==> config.mk <==
export PLATFORM = sky130hd
export DESIGN_NAME = sensor_preproc_scheduler
export DESIGN_NICKNAME = d
export VERILOG_FILES = /design/src/rtl/sensor_preproc_scheduler.sv
export SDC_FILE = /design/constraint.sdc
export NUM_CORES = 1
export LEC_CHECK = 0
export ABC_AREA = 1
export CORE_AREA = 2 2 739 741
export DETAILED_ROUTE_END_ITERATION = 6
export DIE_AREA = 0 0 741 743
export PLACE_DENSITY = 0.3
export REMOVE_ABC_BUFFERS = 1
export SKIP_LAST_GASP = 1
export SYNTH_ARGS = -nofsm -noshare
export SYNTH_HDL_FRONTEND = slang
export SYNTH_SLANG_ARGS = --single-unit
==> constraint.sdc <==
create_clock -name clk -period 2.89 [get_ports clk]
set_input_delay 0.578 -clock clk [delete_from_list [all_inputs] [get_ports clk]]
set_output_delay 0.578 -clock clk [all_outputs]
set_load 0.05 [all_outputs]
==> src/rtl/sensor_preproc_scheduler.sv <==
// Round-robin scheduler sharing one combinational clipping preprocessor among N_REQ sensors.
// Define SENSOR_PREPROC_FAULT_CNT_EN to build the per-requester saturating fault counters.
module sensor_preproc_scheduler #(
  parameter int N_REQ = 4,
  parameter int IDX_W = 2,
  parameter int CNT_W = 16
) (
  input  logic                     clk,
  input  logic                     rst_n,
  input  logic [N_REQ-1:0]         in_valid,
  output logic [N_REQ-1:0]         in_ready,
  input  logic [N_REQ*256-1:0]     in_vector,
  output logic [255:0]             pp_raw_vector,
  input  logic [255:0]             pp_normalized_vector,
  input  logic [15:0]              pp_error_flags,
  output logic                     out_valid,
  input  logic                     out_ready,
  output logic [255:0]             out_vector,
  output logic [15:0]              out_error_flags,
  output logic [IDX_W-1:0]         out_src,
  input  logic                     cnt_clr,
  output logic [N_REQ*CNT_W-1:0]   fault_counts
);

  // state     | meaning
  // ST_IDLE   | offering a grant to the next valid requester after r_rr_ptr
  // ST_ISSUE  | held vector drives the preprocessor; result captured at the edge
  // ST_OUTPUT | result held until downstream accepts
  typedef enum logic [1:0] {ST_IDLE, ST_ISSUE, ST_OUTPUT} state_t;

  localparam logic [IDX_W:0]   N_REQ_W  = (IDX_W+1)'(N_REQ);
  localparam logic [IDX_W-1:0] LAST_IDX = IDX_W'(N_REQ - 1);

  state_t           r_state;
  logic [IDX_W-1:0] r_rr_ptr;
  logic [IDX_W-1:0] r_src;
  logic [255:0]     r_vec;
  logic             r_out_valid;
  logic [255:0]     r_out_vec;
  logic [15:0]      r_out_flags;
  logic [IDX_W-1:0] r_out_src;

  logic [255:0]     w_slice [N_REQ];
  logic             w_gnt_vld;
  logic [IDX_W-1:0] w_gnt_idx;
  logic [IDX_W-1:0] w_nxt_ptr;
  logic [IDX_W:0]   w_cand;

  always_comb begin
    for (int i = 0; i < N_REQ; i++) begin
      w_slice[i] = in_vector[256*i +: 256];
    end
  end

  // Scan from the farthest candidate back to r_rr_ptr so the nearest valid one wins.
  always_comb begin
    w_gnt_vld = 1'b0;
    w_gnt_idx = '0;
    w_cand    = '0;
    for (int k = N_REQ - 1; k >= 0; k--) begin
      w_cand = {1'b0, r_rr_ptr} + (IDX_W+1)'(k);
      if (w_cand >= N_REQ_W) begin
        w_cand = w_cand - N_REQ_W;
      end
      if (in_valid[w_cand[IDX_W-1:0]]) begin
        w_gnt_vld = 1'b1;
        w_gnt_idx = w_cand[IDX_W-1:0];
      end
    end
  end

  assign w_nxt_ptr = (w_gnt_idx == LAST_IDX) ? '0 : w_gnt_idx + 1'b1;

  // Gated by rst_n so no requester sees an accept while reset is held.
  always_comb begin
    in_ready = '0;
    if (rst_n && r_state == ST_IDLE && w_gnt_vld) begin
      in_ready[w_gnt_idx] = 1'b1;
    end
  end

  always_ff @(posedge clk or negedge rst_n) begin
    if (!rst_n) begin
      r_state     <= ST_IDLE;
      r_rr_ptr    <= '0;
      r_src       <= '0;
      r_vec       <= '0;
      r_out_valid <= 1'b0;
      r_out_vec   <= '0;
      r_out_flags <= '0;
      r_out_src   <= '0;
    end else begin
      case (r_state)
        ST_IDLE: begin
          if (w_gnt_vld) begin
            r_vec    <= w_slice[w_gnt_idx];
            r_src    <= w_gnt_idx;
            r_rr_ptr <= w_nxt_ptr;
            r_state  <= ST_ISSUE;
          end
        end
        ST_ISSUE: begin
          r_out_vec   <= pp_normalized_vector;
          r_out_flags <= pp_error_flags;
          r_out_src   <= r_src;
          r_out_valid <= 1'b1;
          r_state     <= ST_OUTPUT;
        end
        ST_OUTPUT: begin
          if (out_ready) begin
            r_out_valid <= 1'b0;
            r_state     <= ST_IDLE;
          end
        end
        default: r_state <= ST_IDLE;
      endcase
    end
  end

  assign pp_raw_vector   = r_vec;
  assign out_valid       = r_out_valid;
  assign out_vector      = r_out_vec;
  assign out_error_flags = r_out_flags;
  assign out_src         = r_out_src;

`ifdef SENSOR_PREPROC_FAULT_CNT_EN
  logic [CNT_W-1:0] r_cnt [N_REQ];

  // Clear wins over a same-edge increment; counters stick at all-ones.
  always_ff @(posedge clk or negedge rst_n) begin
    if (!rst_n) begin
      for (int i = 0; i < N_REQ; i++) r_cnt[i] <= '0;
    end else if (cnt_clr) begin
      for (int i = 0; i < N_REQ; i++) r_cnt[i] <= '0;
    end else if (r_state == ST_ISSUE && (|pp_error_flags) &&
                 r_cnt[r_src] != {CNT_W{1'b1}}) begin
      r_cnt[r_src] <= r_cnt[r_src] + 1'b1;
    end
  end

  always_comb begin
    for (int i = 0; i < N_REQ; i++) begin
      fault_counts[CNT_W*i +: CNT_W] = r_cnt[i];
    end
  end
`else
  logic w_unused_cnt_clr;
  assign w_unused_cnt_clr = cnt_clr;
  assign fault_counts     = '0;
`endif

endmodule

==> results.cfg <==
[detailed_routing]
vias = 38500
routedWlPerCell_um = 27.7
routed.top_layer = met5
drc = 0
dr.first_iter.drc_count = 2251
first_pass_iters = 7
wl_met1_um = 143000
antenna_left = 0
wirelength_um = 384000
drt-vias-per-instance = 2.78
wl_met3_um = 50500
wl_met2_um = 181000

[yosys]
synth_cells = 4580
synth_area_leaders = dfrtp_1 (43%), nand2_1 (23%), nand3_1 (12%)
post-synth-top-area-cell = dfrtp_1
synth_top_area_share_pct = 43.3
ys_ff_latch = 537
syn_area_um2 = 31000
yosysSeqAreaShare_pct = 43.3
ys_types = 26
ys_warn_count = 0
avgSynthCellArea_um2 = 6.77

[placed_design]
dpl.cell_count = 13600
gp_congestion = 0.896
port_buffers = 1837
placed_cell_area_um2 = 59600
hpwl_um = 337000

[floorplan]
core_area_um2 = 543000
num_io_pins = 1903
initial_utilization_pct = 5.71
rows = 271
die_area_um2 = 551000
dieWidth_um = 741
die_h_um = 743

[status]
outcome = finished with violations
violations = setup timing

[sta]
hold_violations = 0
period_share_pct = 116
setup_tns_ns = -1.72
worst_pin_slew_ns = 0.895
setup_violations = 7
setup_ws_ns = -0.468
clock-skew-final_ns = 0.107
max_freq_mhz = 298
drv_slew = 0
relSlewSlack_pct = 40.7
finalCriticalPeriod_ns = 3.36
grt_setup_unrepaired = yes

[power_and_ir_drop]
vdd.ir_drop.worst_mv = 0.646
power_mw = 90.7
static-leakage-power_nw = 28.4
pwr_density_cell_nw_per_um2 = 1440

[global_routing]
grt_pass1_vias = 39300
grt_start_max_net_pins = 114
antenna_found_initial = 274
grt_first_pass_wirelength_um = 471000
overflow = 0
track_usage_pct = 13.4

[clock_network]
clock_sinks = 537
clockBufferDepth = 4
root_buffer = clkbuf_16
numCtsBuffers = 91
insertion_delay_ns = 0.88
clk_pin_slew_worst_paths_ns = 0.08
cts_tree = done
cts_max_level = 3

[critical_path]
crit_fanout = 5
arrival_ns = 2.78
r2r-start = r_rr_ptr[0]$_DFFE_PN0P_
crit_type = reg2out
startpoint = r_rr_ptr[0]$_DFFE_PN0P_
start_kind = flip-flop
cp-end-kind = output port
cp.required_ns = 2.31

[final_layout]
final_nets = 7805
drive_gt1_share_pct = 11.0
fin_area_um2 = 63000
instances_no_fill = 13800
num-fill-cells = 63300
syn2layout_area_growth_pct = 103

[run]
max-cap-violations = 0

[hold_path]
min_path_type = in2async
state kept, by name, indices dropped and copies added (netlist names):
signal,flops
out_vector,256
pp_raw_vector,256
out_error_flags,16
out_src,2
r_rr_ptr,2
r_src,2
r_state,2
out_valid,1
Yosys cell counts:
master	count
a21oi_1	1
buf_1	19
buf_2	96
buf_4	86
buf_6	1
clkbuf_1	152
clkinv_1	1
conb_1	1
dfrtp_1	537
ha_1	1
inv_1	722
inv_2	1
nand2_1	1906
nand2_2	3
nand3_1	715
nand3_2	2
nand4_1	1
nor2_1	5
nor2_2	2
nor3_1	3
o211ai_1	158
o21ai_0	6
o21ai_1	2
or2_1	92
or2_2	66
xnor2_1	1
cell type report:
cell class | count | area [um^2] | share of cell area (%)
Multi-Input combinational cell | 3028 | 13600 | 21.5
Sequential cell | 537 | 13400 | 21.3
Clock buffer | 122 | 2550 | 4.05
Inverter | 724 | 2740 | 4.34
Clock inverter | 34 | 380 | 0.604
Timing Repair Buffer | 2118 | 21200 | 33.6
Antenna cell | 51 | 128 | 0.203
Tap cell | 7234 | 9050 | 14.4
routing by layer:
metal	global-route usage, %	up-vias
met5	0	-
met4	1.94	124
met3	7.54	532
met2	23.0	1863
met1	14.7	18200
li1	-	17800
worst max-delay path: stages, from the launching register on:
cell and delay, ns:
dfrtp_2 0.48, buf_12 0.17, nand2_4 0.06, buf_6 0.09, nand3_4 0.05, nand2_2 0.07, nand3_2 0.09, buf_6 0.13
nand3_4 0.10, nand2_8 0.11, buf_6 0.17, nor3_4 0.26, buf_12 0.17
per-stage QoR:
stage	worst slack (ns)	hold slack [ns]	util [%]
6_report	-0.468	0.247	11.6
5_1_grt	-0.636	0.180	11.6
4_1_cts	-0.620	0.125	11.6
3_5_place_dp	-0.535	0.458	11.0
3_3_place_gp	-0.544	0.455	11.0
2_1_floorplan	-14.74	0.282	-
timing repair:
action / CTS / global route
pin swaps: 13 / 6
endpoints found under the setup margin: 34 / 162
hold buffers: 1 / 0
hold endpoints to repair: 41 / 0
resized for setup: 68 / 22
buffers inserted: 10 / 1
gates cloned: 1 / 2
placed cells by master (no fill, tap or decap), drive strengths merged:
master / n
nand2: 1909
ha: 1
clkdlybuf4s50: 1611
diode: 51
nand3: 717
inv: 727
dlygate4sd3: 1
a21oi: 1
o21ai: 8
clkinv: 21
dlygate4sd2: 29
nor2: 7
or2: 158
conb: 64
nor3: 3
xnor2: 1
dfrtp: 537
clkbuf: 124
nand4: 1
bufinv: 5
clkinvlp: 5
buf: 475
o211ai: 158
final timing paths:
path | end | slack, ns | cells past startpoint
worst max-delay path | in_ready[2] | -0.47 | 12
worst min-delay path | out_vector[141]$_DFFE_PN0P_ | 0.25 | 2
worst max register to register | pp_raw_vector[34]$_DFFE_PN0P_ | -0.02 | 16
worst min register to register | out_vector[203]$_DFFE_PN0P_ | 0.47 | 2
max in group asynchronous | out_vector[193]$_DFFE_PN0P_ | 1.24 | 4
min in group clk | out_vector[199]$_DFFE_PN0P_ | 0.25 | 3
power breakdown:
group / internal (mW) / switching, mW / total, mW
logic: 19.9 / 45.1 / 65.0
clock network: 6.62 / 4.92 / 11.5
registers: 11.5 / 2.62 / 14.2
kinds of logic after synthesis:
logic type	share of synthesized area [%]
buf+inv	14.5
flops	43.3
other cells	0.0121
simple gates	38.1
compound gates	3.97
fa+ha+maj	0.0404
xor+xnor	0.0283
Note: power is estimated with default switching activity, not from simulation.
